$ cat config.mk
export PLATFORM = sky130hd
export DESIGN_NAME = ps2_key_decoder
export DESIGN_NICKNAME = d
export VERILOG_FILES = /design/src/rtl/ps2_key_decoder.sv
export SDC_FILE = /design/constraint.sdc
export NUM_CORES = 1
export LEC_CHECK = 0
export BUFFER_PORTS_ARGS = -buffer_cell sky130_fd_sc_hd__buf_2
export CAP_MARGIN = 0
export CORE_MARGIN = 2
export CORE_UTILIZATION = 25
export CTS_CLUSTER_SIZE = 30
export DETAILED_ROUTE_END_ITERATION = 8
export PLACE_DENSITY = 0.45
export SLEW_MARGIN = 15
export SYNTH_ARGS = -nofsm -noshare
export SYNTH_HDL_FRONTEND = slang
export SYNTH_SLANG_ARGS = --single-unit
$ cat constraint.sdc
create_clock -name clk -period 2.4 [get_ports clk]
set_input_delay 0.12 -clock clk [delete_from_list [all_inputs] [get_ports clk]]
set_output_delay 0.12 -clock clk [all_outputs]
set_load 0.01 [all_outputs]
$ cat src/rtl/ps2_key_decoder.sv
`default_nettype none
// ============================================================================
// ps2_key_decoder : PS/2 scan-code-set-2 receiver with Space/Left/Right
//                   level-held key decoding for the game controller.
// Revision        : 1.0
// ============================================================================
module ps2_key_decoder #(
  parameter int FILTER_LEN     = 4,
  parameter int TIMEOUT_CYCLES = 65000
) (
  input  logic       clk,
  input  logic       rst,
  input  logic       ps2_clk,
  input  logic       ps2_data,
  output logic       key_space,
  output logic       key_left,
  output logic       key_right,
  output logic [7:0] scancode,
  output logic       scancode_valid,
  output logic       frame_err
);

  localparam int FW = $clog2(FILTER_LEN + 1);
  localparam int WW = $clog2(TIMEOUT_CYCLES + 1);
  localparam logic [FW-1:0] c_filt_last = FW'(FILTER_LEN - 1);
  localparam logic [WW-1:0] c_wd_last   = WW'(TIMEOUT_CYCLES - 1);

  typedef enum logic [1:0] {
    ST_IDLE    = 2'd0,
    ST_EXT     = 2'd1,
    ST_BRK     = 2'd2,
    ST_EXT_BRK = 2'd3
  } state_t;

  logic          clk_s1_q, clk_s2_q, dat_s1_q, dat_s2_q;
  logic [FW-1:0] filt_cnt_q, filt_cnt_d;
  logic          fclk_q, fclk_d, fclk_prev_q;
  logic [3:0]    bit_cnt_q, bit_cnt_d;
  logic [9:0]    shift_q, shift_d;
  logic [WW-1:0] wd_q, wd_d;
  logic [7:0]    scancode_q, scancode_d;
  logic          valid_q, valid_d, err_q, err_d;
  state_t        state_q, state_d;
  logic          space_q, space_d, left_q, left_d, right_q, right_d;
  logic          fall, frame_ok;

  // Idle-high line: synchronizers and filter come out of reset at 1 so no
  // spurious falling edge is seen after reset.
  always_ff @(posedge clk) begin
    if (rst) begin
      clk_s1_q    <= 1'b1;
      clk_s2_q    <= 1'b1;
      dat_s1_q    <= 1'b1;
      dat_s2_q    <= 1'b1;
      filt_cnt_q  <= '0;
      fclk_q      <= 1'b1;
      fclk_prev_q <= 1'b1;
      bit_cnt_q   <= '0;
      shift_q     <= '0;
      wd_q        <= '0;
      scancode_q  <= '0;
      valid_q     <= 1'b0;
      err_q       <= 1'b0;
      state_q     <= ST_IDLE;
      space_q     <= 1'b0;
      left_q      <= 1'b0;
      right_q     <= 1'b0;
    end else begin
      clk_s1_q    <= ps2_clk;
      clk_s2_q    <= clk_s1_q;
      dat_s1_q    <= ps2_data;
      dat_s2_q    <= dat_s1_q;
      filt_cnt_q  <= filt_cnt_d;
      fclk_q      <= fclk_d;
      fclk_prev_q <= fclk_q;
      bit_cnt_q   <= bit_cnt_d;
      shift_q     <= shift_d;
      wd_q        <= wd_d;
      scancode_q  <= scancode_d;
      valid_q     <= valid_d;
      err_q       <= err_d;
      state_q     <= state_d;
      space_q     <= space_d;
      left_q      <= left_d;
      right_q     <= right_d;
    end
  end

  always_comb begin
    filt_cnt_d = '0;
    fclk_d     = fclk_q;
    if (clk_s2_q != fclk_q) begin
      if (filt_cnt_q == c_filt_last) begin
        fclk_d = clk_s2_q;
      end else begin
        filt_cnt_d = filt_cnt_q + FW'(1);
      end
    end
  end

  assign fall = fclk_prev_q & ~fclk_q;

  // shift_q after ten bits: [0]=start, [8:1]=D0..D7, [9]=parity; the stop
  // bit is still on the synchronized data line when the eleventh edge hits.
  assign frame_ok = ~shift_q[0] & (^shift_q[9:1]) & dat_s2_q;

  always_comb begin
    bit_cnt_d  = bit_cnt_q;
    shift_d    = shift_q;
    wd_d       = wd_q;
    scancode_d = scancode_q;
    valid_d    = 1'b0;
    err_d      = 1'b0;
    if (fall) begin
      wd_d = '0;
      if (bit_cnt_q == 4'd10) begin
        bit_cnt_d = '0;
        if (frame_ok) begin
          valid_d    = 1'b1;
          scancode_d = shift_q[8:1];
        end else begin
          err_d = 1'b1;
        end
      end else begin
        bit_cnt_d = bit_cnt_q + 4'd1;
        shift_d   = {dat_s2_q, shift_q[9:1]};
      end
    end else if (bit_cnt_q != 4'd0) begin
      if (wd_q == c_wd_last) begin
        wd_d      = '0;
        bit_cnt_d = '0;
        err_d     = 1'b1;
      end else begin
        wd_d = wd_q + WW'(1);
      end
    end
  end

  always_comb begin
    state_d = state_q;
    space_d = space_q;
    left_d  = left_q;
    right_d = right_q;
    if (valid_q) begin
      case (state_q)
        ST_IDLE: begin
          if (scancode_q == 8'hE0) begin
            state_d = ST_EXT;
          end else if (scancode_q == 8'hF0) begin
            state_d = ST_BRK;
          end else if (scancode_q == 8'h29) begin
            space_d = 1'b1;
          end
        end
        ST_EXT: begin
          state_d = ST_IDLE;
          if (scancode_q == 8'hF0) begin
            state_d = ST_EXT_BRK;
          end else if (scancode_q == 8'h6B) begin
            left_d = 1'b1;
          end else if (scancode_q == 8'h74) begin
            right_d = 1'b1;
          end
        end
        ST_BRK: begin
          state_d = ST_IDLE;
          if (scancode_q == 8'h29) begin
            space_d = 1'b0;
          end
        end
        ST_EXT_BRK: begin
          state_d = ST_IDLE;
          if (scancode_q == 8'h6B) begin
            left_d = 1'b0;
          end else if (scancode_q == 8'h74) begin
            right_d = 1'b0;
          end
        end
        default: state_d = ST_IDLE;
      endcase
    end
  end

  assign key_space      = space_q;
  assign key_left       = left_q;
  assign key_right      = right_q;
  assign scancode       = scancode_q;
  assign scancode_valid = valid_q;
  assign frame_err      = err_q;

endmodule
`default_nettype wire
==> After elaboration in Yosys (flattened, before gate mapping) <==
Cells that the tools add are included.
{ "word_totals": {"reg_bits": 54, "input_bits": 4, "out_inout_bits": 13, "word_cells": 101} }
{ "classes": {"n_eq_ne": 24, "add_sub_neg": 3, "bitwise_logic": 8, "reduce_logical": 19, "muxes": 30} }
{ "ops": {"columns": ["operator", "count"], "rows": [
  ["!= test 2 bit, second input constant", 11],
  ["2-to-1 mux 1 bit", 18],
  ["adder 16 x 1 -> 16 bit, second input constant", 1],
  ["== test 16 bit, second input constant", 1],
  ["== test 8 x 7 -> 1 bit, second input constant", 2],
  ["== test 8 bit, second input constant", 2],
  ["2-to-1 mux 16 bit", 1],
  ["2-to-1 mux 4 bit", 4],
  ["XOR reduction 9 bit", 1],
  ["== test 8 x 6 -> 1 bit, second input constant", 1],
  ["AND reduction 2 bit", 4],
  ["nonzero test 2 bit", 4],
  ["AND reduction 7 bit", 1],
  ["2-to-1 mux 2 bit", 3],
  ["case mux 1 bit (2 select lines)", 3],
  ["case mux 2 bit (3 select lines)", 1],
  ["AND reduction 6 bit", 1],
  ["OR reduction 3 bit", 2],
  ["NOT 1 bit", 5],
  ["AND reduction 5 bit", 1],
  ["adder 4 x 1 -> 4 bit, second input constant", 1],
  ["== test 2 bit, second input constant", 2],
  ["== test 4 bit, second input constant", 1],
  ["nonzero test 4 bit", 1],
  ["other kinds (9)", 12]
]} }

==> Logic depth before layout (Yosys ltp) <==
{ "logic_depth": {"word_depth": 6, "ltp_mapped": 7, "mapped_depth_nobuf": 6} }

==> Least setup slack after synthesis <==
No wires, ideal clock.
{ "synth_timing": {"kind": "reg2reg", "start": "reg bit_cnt_q[0]", "end": "reg wd_q[15]", "t_required_ns": 2.329, "path_slack_ns": 0.675, "path_stages_with_launch": 8, "t_arrival_ns": 1.654, "setup_time_ns": 0.071, "path_buffers": 1, "period_less_slack_ns": 1.725, "cell_sequence": "dfxtp_1 -> inv_1 -> ha_1 -> or3b_2 -> buf_2 -> nand3_1 -> or4_1 -> a21oi_1"} }
{ "synth_between": {"elab_chain_len": 1} }
{ "synth_lines": {"columns": ["item", "line_no", "rtl"], "rows": [
  ["start: declaration", "38", "logic [3:0] bit_cnt_q, bit_cnt_d;"],
  ["start signal: assignment", "76", "bit_cnt_q <= bit_cnt_d;"],
  ["nonzero test 4 bit", "128", "end else if (bit_cnt_q != 4'd0) begin"],
  ["end signal: assignment", "78", "wd_q <= wd_d;"],
  ["end: declaration", "40", "logic [WW-1:0] wd_q, wd_d;"]
]} }
Every way passes these cells.
A chain may end at the register's enable or synchronous reset.

==> Worst setup path in the final report <==
{ "layout_timing": {"start": "reg bit_cnt_q[0]", "end": "reg wd_q[14]"} }
The elaborated chain is that of the path after synthesis.

==> results.yml <==
run_status:
  status: "complete, no violations"
route:
  final_antenna_net_count: 0
  vias: 1892
  vias_per_cell: 4.45
  first_pass_iters: 4
  drcViolationCount: 0
  wl_um: 4890
  post_drt_wl_per_cell_um: 11.5
  drt_iter0_markers: 60
sta:
  slew_headroom_pct: 54.2
  min_period_over_period_pct: 78.6
  timing.setup.tns_ps: 0
  worstMarginPinSlew_ps: 687
  final_hold_viol_count: 0
  finalSetupViolations: 0
  layout_setup_ws_ps: 513
  post-route-min-period_ps: 1890
  fin_skew_ps: 9.95
  grt_setup_unrepaired: "false"
  slew_viol_final: 0
  fmax_mhz: 530
  fin_hold_ws_ps: 268
cells_and_area:
  nets: 301
  drive_above_1_share_pct: 12.3
  multi_input_area_um2: 1290
  instances_no_fill: 425
  area_delta_synth_final_pct: 13.6
  diodes: 0
  n_fill_cell: 1061
  seq_area_um2: 1080
setup_path:
  worst-path-max-fanout: 11
  path_class: "reg -> reg"
  critPathCaptureType: "flip-flop"
  startpoint_type: "flip-flop"
  critPathArrivalTime_ps: 2130
  crit_required_ps: 2640
  startpoint: "bit_cnt_q[0]$_SDFFE_PP0P_"
  reg2reg_from: "bit_cnt_q[0]$_SDFFE_PP0P_"
cts:
  clk_latency_ps: 310
  cts_buffer_depth: 2
  htree_levels: 2
  clk_pin_slew_ps: 100
  ctsResizeCount: 0
  cts_buffers: 5
  cts_tree: "built"
  cts_root_buf: "clkbuf_8"
  clkSinkCount: 54
yosys:
  syn_area_per_cell_um2: 8.97
  syn_area_um2: 2450
  yosys.area.top_type: "dfxtp_1"
  ys_seq_area_share_pct: 44.1
  ys.flop_type: "dfxtp_1"
  ys_types: 43
  synth_common_cells: "54 x dfxtp_1, 32 x nand2_1, 23 x a21oi_1"
  synth-seq-cells: 54
  synth_cells: 273
  yosysTopAreaCellShare_pct: 44.1
  synth_edf_count: 0
  synthTopCellsByArea: "dfxtp_1 44%, mux2i_1 4.9%, nand2_1 4.9%"
  synth_fp_nets: 283
  yosysWarnings: 0
  yosysMostFrequentCell: "dfxtp_1"
  async_flop_share_pct: 0
floorplan:
  die_area_um2: 10600
  coreArea_um2: 9640
  die-width_um: 103
  ios: 17
  die_h_um: 103
  num_rows: 36
  initial_core_util_pct: 25.4
global_routing:
  first_global_vias: 1682
  grt_usage_pct: 9.81
  grt_pass1_wl_um: 8350
  gr-total-overflow: 0
  grt_antenna_before_repair: 0
  grt_max_degree: 45
run:
  drv_cap: 0
pwr:
  power_density_nw_per_um2: 518
  vdd_ir_drop_max_mv: 0.259
  power_mw: 1.44
  p_leak_nw: 0.963
placement:
  gp_congestion: 0.703
  place_hpwl_um: 3380
  pre_cts_ws_ps: 205
  io_buffers: 16
  dp.cells: 415
worst_hold_path:
  min-delay-start: "rst"
  hp-class: "in -> reg"
## critical path: stages (launching register included)
cell and delay, ps:
dfxtp_1 390, inv_1 90, ha_1 190, or3b_2 200, buf_4 170, nand2_1 150
or4_1 490, a21oi_1 140
## cell type report
type / count / share of cell area, %
Tap cell: 133 / 5.98
Clock buffer: 5 / 2.47
Sequential cell: 54 / 38.8
Inverter: 8 / 1.08
Multi-Input combinational cell: 201 / 46.5
Timing Repair Buffer: 21 / 4.41
Clock inverter: 3 / 0.674
## through the flow
step	instance area (um2)	utilization, %
floorplan	2450	-
global placement	2670	27.7
detailed placement	2670	27.7
CTS	2780	28.8
global route	2780	28.9
finish	2780	28.9
## registers in the layout (all words and copies together) (netlist names), 2 cells and up
signal,flops
state_q,2
wd_q,16
scancode,8
bit_cnt_q,4
filt_cnt_q,3
shift_q,10
## power breakdown
| part | internal (mW) | total, mW | switching (mW) | leakage [nW] |
|---|---|---|---|---|
| sequential | 0.899 | 0.900 | 0.00138 | 0.436 |
| clock | 0.206 | 0.511 | 0.304 | 0.0483 |
| combinational | 0.0124 | 0.0308 | 0.0184 | 0.479 |
## per-layer routing
layer	part of all wire (%)	global-route usage (%)
met4	1.2	2.73
met3	2.8	2.64
met2	46	16.1
met5	0	0
met1	50	12.7
## logic make-up (layout without fill, tap and decap cells)
kind of cell,count (synthesis),in the layout,synth area share [%]
xor gates and xnor gates,13,13,5.77
adders and majority gates,6,6,3.06
DFF,54,54,44.1
AOI/OAI and AO/OA,42,42,10.0
buffers and inverters,18,37,3.17
muxes,13,13,5.52
and+or+nand+nor,127,127,28.3
## worst paths after layout
path                            to  slack, ps  depth (start not counted)
max reg2reg  wd_q[14]$_SDFFE_PP0P_        510                          7
min reg2reg    clk_s2_q$_SDFF_PP1_        420                          1
min           frame_err$_SDFF_PP0_        270                          3
max          wd_q[14]$_SDFFE_PP0P_        510                          7
## placed cells by master (no fill, tap or decap), drive strengths merged, types with 5 or more instances in the layout
master   n
dfxtp   54
nand2   32
a21oi   23
nor2    20
buf     19
nand2b  18
mux2i   12
inv      9
nand4    8
xor2     7
o21ai    7
ha       6
or3      5
nor2b    5
nand3    5
and3     5
or2      5
clkbuf   5
## repair_timing
| action | 4_1_cts | 5_1_grt |
|---|---|---|
| hold buffers | 2 | 0 |
| buffers inserted | 0 | 0 |
| endpoints found under the hold margin | 2 | 0 |
Note: power is estimated with default switching activity, not from simulation.
